[src/rtl/uart_baud_gen.sv]
// Fractional-N UART baud generator.
// Two prescaler chains (TX free-running, RX re-phasable) share one active
// divisor. Each chain divides clk by act_int, stretched by one cycle whenever
// its fractional accumulator overflows, giving an average oversample period of
// act_int + act_frac/2^FRAC_W. A pending divisor is swapped in on a TX bit
// boundary so that no bit ever mixes two divisors.
module uart_baud_gen #(
  parameter int CNT_W        = 12,
  parameter int FRAC_W       = 4,
  parameter int OVERSAMPLE   = 16,
  parameter int DEFAULT_INT  = 32,
  parameter int DEFAULT_FRAC = 9
) (
  input  logic              clk,
  input  logic              rst,
  input  logic              en,
  input  logic [CNT_W-1:0]  div_int,
  input  logic [FRAC_W-1:0] div_frac,
  input  logic              div_load,
  output logic              div_ack,
  input  logic              rx_restart,
  output logic              tx_os_tick,
  output logic              tx_tick,
  output logic              bd_clk,
  output logic              rx_os_tick,
  output logic              rx_sample
);

  // Prescalers are one bit wider than the divisor: act_int plus a carry can
  // reach 2^CNT_W.
  localparam int PW   = CNT_W + 1;
  localparam int OS_W = (OVERSAMPLE > 1) ? $clog2(OVERSAMPLE) : 1;
  localparam logic [OS_W-1:0]   OS_LAST  = OS_W'(OVERSAMPLE - 1);
  localparam logic [OS_W-1:0]   OS_HALF  = OS_W'(OVERSAMPLE / 2);
  localparam logic [CNT_W-1:0]  RST_INT  = (DEFAULT_INT < 2) ? CNT_W'(2) : CNT_W'(DEFAULT_INT);
  localparam logic [FRAC_W-1:0] RST_FRAC = FRAC_W'(DEFAULT_FRAC);

  logic [CNT_W-1:0]  act_int_reg;
  logic [FRAC_W-1:0] act_frac_reg;
  logic [CNT_W-1:0]  pend_int_reg;
  logic [FRAC_W-1:0] pend_frac_reg;
  logic              pend_valid_reg;

  logic              div_ack_reg;
  logic              tx_os_tick_reg;
  logic              tx_tick_reg;
  logic              bd_clk_reg;
  logic              rx_os_tick_reg;
  logic              rx_sample_reg;

  // Per-chain status; index 0 is TX, index 1 is RX.
  logic [1:0]        restart;
  logic [1:0]        fire;
  logic [1:0]        wrap;
  logic              tx_high_next;
  logic              rx_mid;
  logic              apply;
  logic [CNT_W-1:0]  load_int;
  logic [CNT_W-1:0]  div_int_clamped;

  // TX is never re-phased; only the RX chain sees a restart.
  assign restart = {rx_restart, 1'b0};

  // A pending divisor goes live on the edge that ends a TX bit, or at once
  // while counting is frozen (no bit is in flight to be corrupted).
  assign apply = pend_valid_reg && (!en || wrap[0]);

  // Any period that starts on the apply edge already uses the new divisor.
  assign load_int = apply ? pend_int_reg : act_int_reg;

  // Divide-by-0/1 cannot produce one-cycle ticks from a reload counter.
  assign div_int_clamped = (div_int < CNT_W'(2)) ? CNT_W'(2) : div_int;

  genvar gi;
  generate
    for (gi = 0; gi < 2; gi++) begin : g_chain
      logic [PW-1:0]     cnt_reg;
      logic [PW-1:0]     cnt_next;
      logic [FRAC_W-1:0] acc_reg;
      logic [FRAC_W-1:0] acc_next;
      logic [OS_W-1:0]   os_reg;
      logic [OS_W-1:0]   os_next;
      logic [FRAC_W:0]   sum;

      // Period completes when the down-counter sits at 1; restart pre-empts it.
      assign fire[gi] = en && !restart[gi] && (cnt_reg == PW'(1));
      assign wrap[gi] = fire[gi] && (os_reg == OS_LAST);
      assign sum      = {1'b0, acc_reg} + {1'b0, act_frac_reg};

      if (gi == 0) begin : g_tx
        assign tx_high_next = (os_next >= OS_HALF);
      end else begin : g_rx
        assign rx_mid = fire[gi] && (os_reg == OS_HALF - OS_W'(1));
      end

      // Next prescaler / accumulator / phase for this chain.
      always_comb begin
        cnt_next = cnt_reg;
        acc_next = acc_reg;
        os_next  = os_reg;
        if (restart[gi]) begin
          cnt_next = {1'b0, load_int};
          acc_next = '0;
          os_next  = '0;
        end else if (fire[gi]) begin
          os_next = wrap[gi] ? '0 : os_reg + OS_W'(1);
          if (apply) begin
            cnt_next = {1'b0, load_int};
            acc_next = '0;
          end else begin
            cnt_next = {1'b0, act_int_reg} + PW'(sum[FRAC_W]);
            acc_next = sum[FRAC_W-1:0];
          end
        end else begin
          if (en) begin
            cnt_next = cnt_reg - PW'(1);
          end
          if (apply) begin
            acc_next = '0;
          end
        end
      end

      // Chain state register.
      always_ff @(posedge clk) begin
        if (rst) begin
          cnt_reg <= {1'b0, RST_INT};
          acc_reg <= '0;
          os_reg  <= '0;
        end else begin
          cnt_reg <= cnt_next;
          acc_reg <= acc_next;
          os_reg  <= os_next;
        end
      end
    end
  endgenerate

  // Active / pending divisor: apply consumes pending, a new load refills it.
  always_ff @(posedge clk) begin
    if (rst) begin
      act_int_reg    <= RST_INT;
      act_frac_reg   <= RST_FRAC;
      pend_int_reg   <= RST_INT;
      pend_frac_reg  <= RST_FRAC;
      pend_valid_reg <= 1'b0;
    end else begin
      if (apply) begin
        act_int_reg    <= pend_int_reg;
        act_frac_reg   <= pend_frac_reg;
        pend_valid_reg <= 1'b0;
      end
      if (div_load) begin
        pend_int_reg   <= div_int_clamped;
        pend_frac_reg  <= div_frac;
        pend_valid_reg <= 1'b1;
      end
    end
  end

  // Registered strobes and baud square wave.
  always_ff @(posedge clk) begin
    if (rst) begin
      div_ack_reg    <= 1'b0;
      tx_os_tick_reg <= 1'b0;
      tx_tick_reg    <= 1'b0;
      bd_clk_reg     <= 1'b0;
      rx_os_tick_reg <= 1'b0;
      rx_sample_reg  <= 1'b0;
    end else begin
      div_ack_reg    <= apply;
      tx_os_tick_reg <= fire[0];
      tx_tick_reg    <= wrap[0];
      bd_clk_reg     <= tx_high_next;
      rx_os_tick_reg <= fire[1];
      rx_sample_reg  <= rx_mid;
    end
  end

  assign div_ack    = div_ack_reg;
  assign tx_os_tick = tx_os_tick_reg;
  assign tx_tick    = tx_tick_reg;
  assign bd_clk     = bd_clk_reg;
  assign rx_os_tick = rx_os_tick_reg;
  assign rx_sample  = rx_sample_reg;

endmodule
[config.mk]
export PLATFORM = sky130hd
export DESIGN_NAME = uart_baud_gen
export DESIGN_NICKNAME = d
export VERILOG_FILES = /design/src/rtl/uart_baud_gen.sv
export SDC_FILE = /design/constraint.sdc
export NUM_CORES = 1
export LEC_CHECK = 0
export CAP_MARGIN = 20
export CORE_MARGIN = 5
export CORE_UTILIZATION = 45
export CTS_CLUSTER_SIZE = 16
export DETAILED_ROUTE_END_ITERATION = 10
export PLACE_DENSITY_LB_ADDON = 0.1
export SYNTH_ARGS = -nofsm -noshare
export SYNTH_HDL_FRONTEND = slang
export SYNTH_SLANG_ARGS = --single-unit
export TNS_END_PERCENT = 10
[constraint.sdc]
create_clock -name clk -period 2.7 [get_ports clk]
set_clock_uncertainty 0.05 [all_clocks]
set_input_delay 0.405 -clock clk [delete_from_list [all_inputs] [get_ports clk]]
set_output_delay 0.405 -clock clk [all_outputs]
set_load 0.03 [all_outputs]
==> impl_metrics.xml <==
<?xml version="1.0" encoding="UTF-8"?>
<metrics>
  <group name="run_status">
    <metric name="run_status" unit="">finished clean</metric>
  </group>
  <group name="route">
    <metric name="firstDrtPassIters" unit="">4</metric>
    <metric name="wire_length_reported_by_the_detailed_router" unit="mm">14.0</metric>
    <metric name="detail_route.vias_per_cell" unit="">6.07</metric>
    <metric name="postRouteAntennaNets" unit="">0</metric>
    <metric name="post-route-drc-count" unit="">0</metric>
    <metric name="via_count" unit="">4460</metric>
    <metric name="routedWlPerCell" unit="µm">19.0</metric>
    <metric name="drt-initial-drc-count" unit="">330</metric>
  </group>
  <group name="final_layout">
    <metric name="num_antenna_cells" unit="">0</metric>
    <metric name="area.sequential" unit="mm²">0.00160</metric>
    <metric name="multi_input_comb_area" unit="mm²">0.00294</metric>
    <metric name="layout_common_cells" unit="">sky130_fd_sc_hd__dfxtp_1 (79), sky130_fd_sc_hd__nor2_1 (51), sky130_fd_sc_hd__nand2_1 (39)</metric>
    <metric name="layout.cells.most_common" unit="">sky130_fd_sc_hd__dfxtp_1</metric>
    <metric name="syn_to_final_growth" unit="%">17.6</metric>
    <metric name="largest_reg_flops" unit="">26</metric>
    <metric name="drive_above_1_share" unit="%">13.7</metric>
    <metric name="fill_cells" unit="">1019</metric>
    <metric name="nets" unit="">635</metric>
  </group>
  <group name="yosys">
    <metric name="area_fraction_in_compound_gates_after_synthesis" unit="%">20.9</metric>
    <metric name="instance_count_of_the_mapped_netlist" unit="">563</metric>
    <metric name="synth-async-reset-ratio" unit="%">0</metric>
    <metric name="synth_adder_area_share" unit="%">5.63</metric>
    <metric name="synthesis.area_per_instance" unit="µm²">8.37</metric>
    <metric name="synth.mux.area_fraction" unit="%">5.97</metric>
    <metric name="synth_simple_gate_area_share" unit="%">24.9</metric>
    <metric name="syn-cell-area" unit="mm²">0.00471</metric>
    <metric name="ys.warnings.count" unit="">0</metric>
    <metric name="synth_top_family_by_area" unit="">simple AND/OR/NAND/NOR gates</metric>
    <metric name="yosysSeqAreaShare" unit="%">34.0</metric>
    <metric name="synth_nets" unit="">604</metric>
    <metric name="synth-seq-cells" unit="">80</metric>
    <metric name="synth-edff-count" unit="">0</metric>
    <metric name="synth.distinct_cells" unit="">69</metric>
    <metric name="xor_xnor_share_of_the_synthesized_area" unit="%">2.97</metric>
    <metric name="synth_top_flop_cell" unit="">sky130_fd_sc_hd__dfxtp_1</metric>
  </group>
  <group name="critical_path">
    <metric name="timing.critical_path.slowest_cell_delay" unit="ps">350</metric>
    <metric name="cp-startpoint" unit="">act_frac_reg[0]</metric>
    <metric name="worst_r2r_startpoint" unit="">act_frac_reg[0]</metric>
    <metric name="timing.critical_path.max_delay_family" unit="">adder cells</metric>
    <metric name="crit_buf_inv" unit="">2</metric>
    <metric name="worstPathRequired" unit="ps">2900</metric>
    <metric name="crit_path_launch_type" unit="">flop</metric>
    <metric name="worstPathArrival" unit="ps">2830</metric>
    <metric name="worst_path_max_delay_cell" unit="">sky130_fd_sc_hd__dfxtp_2</metric>
    <metric name="critPathKind" unit="">flop to flop</metric>
    <metric name="worst_path_most_repeated_cell" unit="">sky130_fd_sc_hd__o21ai_1</metric>
    <metric name="worstSetupEndpointType" unit="">flop</metric>
    <metric name="timing.critical_path.cells" unit="">ha_2, inv_1, fa_2, nor2b_2, o21ai_1, nand2b_1, ha_4, nand3_2, buf_6, o21ai_1, nor4b_2, o21ai_1, a221o_1</metric>
    <metric name="cp_max_fo" unit="">7</metric>
  </group>
  <group name="place">
    <metric name="port-buffer-count" unit="">26</metric>
    <metric name="place_hpwl" unit="mm">10.5</metric>
    <metric name="pre_cts_ws" unit="ps">-59.1</metric>
    <metric name="gp_congestion" unit="">0.998</metric>
  </group>
  <group name="min_path">
    <metric name="path_type_of_the_worst_min_delay_path" unit="">input port to flop</metric>
    <metric name="timing.hold.worst.start" unit="">rst</metric>
  </group>
  <group name="power_and_ir_drop">
    <metric name="ir_drop" unit="V">0.000295</metric>
    <metric name="leakagePower" unit="nW">2.03</metric>
    <metric name="p_per_area" unit="mW/mm²">493</metric>
    <metric name="fin_total_pwr" unit="mW">2.73</metric>
  </group>
  <group name="sta">
    <metric name="timing_worst_slew_pin_value" unit="ps">544</metric>
    <metric name="setup_viol" unit="">0</metric>
    <metric name="relSlewSlack" unit="%">63.7</metric>
    <metric name="period_share" unit="%">97.4</metric>
    <metric name="drv_slew" unit="">0</metric>
    <metric name="period_minus_slack" unit="ps">2630</metric>
    <metric name="hold_viol_final" unit="">0</metric>
    <metric name="highest_clock_rate" unit="GHz">0.380</metric>
    <metric name="finalWorstSetupSlack" unit="ps">70.1</metric>
    <metric name="grt_setup_unrepaired" unit="">yes</metric>
  </group>
  <group name="global_route">
    <metric name="grt_overall_usage" unit="%">22.3</metric>
    <metric name="grt_first_pass_wirelength" unit="mm">22.3</metric>
    <metric name="antenna_found_initial" unit="">0</metric>
    <metric name="grt_max_degree" unit="">29</metric>
    <metric name="first_global_vias" unit="">4227</metric>
    <metric name="globalRoute.totalOverflow" unit="">0</metric>
  </group>
  <group name="floorplanning">
    <metric name="die_height" unit="µm">112</metric>
    <metric name="core" unit="mm²">0.0103</metric>
    <metric name="rows" unit="">37</metric>
    <metric name="fp.dieArea" unit="mm²">0.0126</metric>
    <metric name="floorplan.initialDensity" unit="%">45.9</metric>
    <metric name="boundaryPins" unit="">27</metric>
    <metric name="die_width" unit="µm">112</metric>
  </group>
  <group name="clock_network">
    <metric name="clock_insertion_delay_worst_skew" unit="ps">360</metric>
    <metric name="cts_hold_buffers" unit="">0</metric>
    <metric name="clockRootBuffer" unit="">sky130_fd_sc_hd__clkbuf_8</metric>
    <metric name="cts-htree-levels" unit="">3</metric>
    <metric name="cts.clk_slew.worst_paths" unit="ps">80</metric>
    <metric name="tritoncts.num_buffers" unit="">9</metric>
    <metric name="maximum_clock_insertion_buffer_count" unit="">2</metric>
    <metric name="cts_tree" unit="">built</metric>
    <metric name="cts_num_sinks" unit="">80</metric>
  </group>
  <group name="run">
    <metric name="max-cap-violations" unit="">0</metric>
  </group>
</metrics>
[stage by stage]
| stage | cells | setup TNS [ps] | cell area, µm² | utilization, % | hold WS, ps |
|---|---|---|---|---|---|
| final | 735 | 0 | 5540 | 53.9 | 362 |
| after global routing | 735 | -516 | 5540 | 53.9 | 369 |
| after CTS | 732 | -5.65 | 5430 | 52.8 | 344 |
| after detailed placement | 716 | -120 | 5180 | 50.4 | 404 |
| after global placement | 716 | 0 | 5180 | 50.4 | 396 |
| after floorplan | 563 | 0 | 4710 | - | 381 |
[what timing repair did]
item / in CTS / in global routing
setup endpoints to repair: 4 / 17
endpoints found under the hold margin: 0 / 0
resized for setup: 4 / 24
pin swaps: 0 / 4
buffers inserted: 0 / 3
[Yosys cell counts, types with 13 or more instances]
master | n | area share [%]
sky130_fd_sc_hd__nor3_1 | 21 | 2.2
sky130_fd_sc_hd__dfxtp_1 | 80 | 34
sky130_fd_sc_hd__a31oi_1 | 13 | 1.7
sky130_fd_sc_hd__clkbuf_1 | 19 | 1.5
sky130_fd_sc_hd__ha_1 | 18 | 4.8
sky130_fd_sc_hd__nor2_1 | 51 | 4.1
sky130_fd_sc_hd__mux2i_1 | 24 | 5.1
sky130_fd_sc_hd__o21ai_0 | 34 | 3.6
sky130_fd_sc_hd__nand2_1 | 39 | 3.1
sky130_fd_sc_hd__nand4_1 | 13 | 1.7
sky130_fd_sc_hd__nand3_1 | 18 | 1.9
sky130_fd_sc_hd__a21oi_1 | 33 | 3.5
sky130_fd_sc_hd__inv_1 | 19 | 1.5
[logic make-up after synthesis]
| group | after synthesis |
|---|---|
| and+or+nand+nor | 211 |
| AOI/OAI and AO/OA | 151 |
| DFF | 80 |
| buffers and inverters | 58 |
| muxes | 27 |
| adders and majority gates | 20 |
| xor gates and xnor gates | 16 |
[path summary, 6_finish.rpt]
check	to	slack, ps	depth (start not counted)
hold reg to reg	act_frac_reg[2]	420	2
setup / recovery	g_chain[1].cnt_reg[5]	70	13
setup reg to reg	g_chain[1].cnt_reg[5]	70	13
hold / removal	act_int_reg[2]	360	2
[power by group]
part | switching (mW) | internal (mW) | total, mW
clock network | 0.451 | 0.608 | 1.06
registers | 0.0681 | 1.23 | 1.29
logic | 0.216 | 0.164 | 0.380
total | 0.735 | 2.00 | 2.73
[final cells by class]
type / count / share of cell area (%)
clock buffer: 9 / 2.24
tap: 136 / 3.07
clock inverter: 7 / 1.99
sequential: 80 / 28.9
inverter: 19 / 1.29
timing repair buffer: 59 / 9.37
multi-input combinational: 425 / 53.1
[routing by layer]
layer  track usage [%]  share of wire, %
met1              30.6                47
met2              34.1                44
met3              3.45               5.6
met4              10.7               3.3
met5                 0                 0
Note: power is estimated with default switching activity, not from simulation.
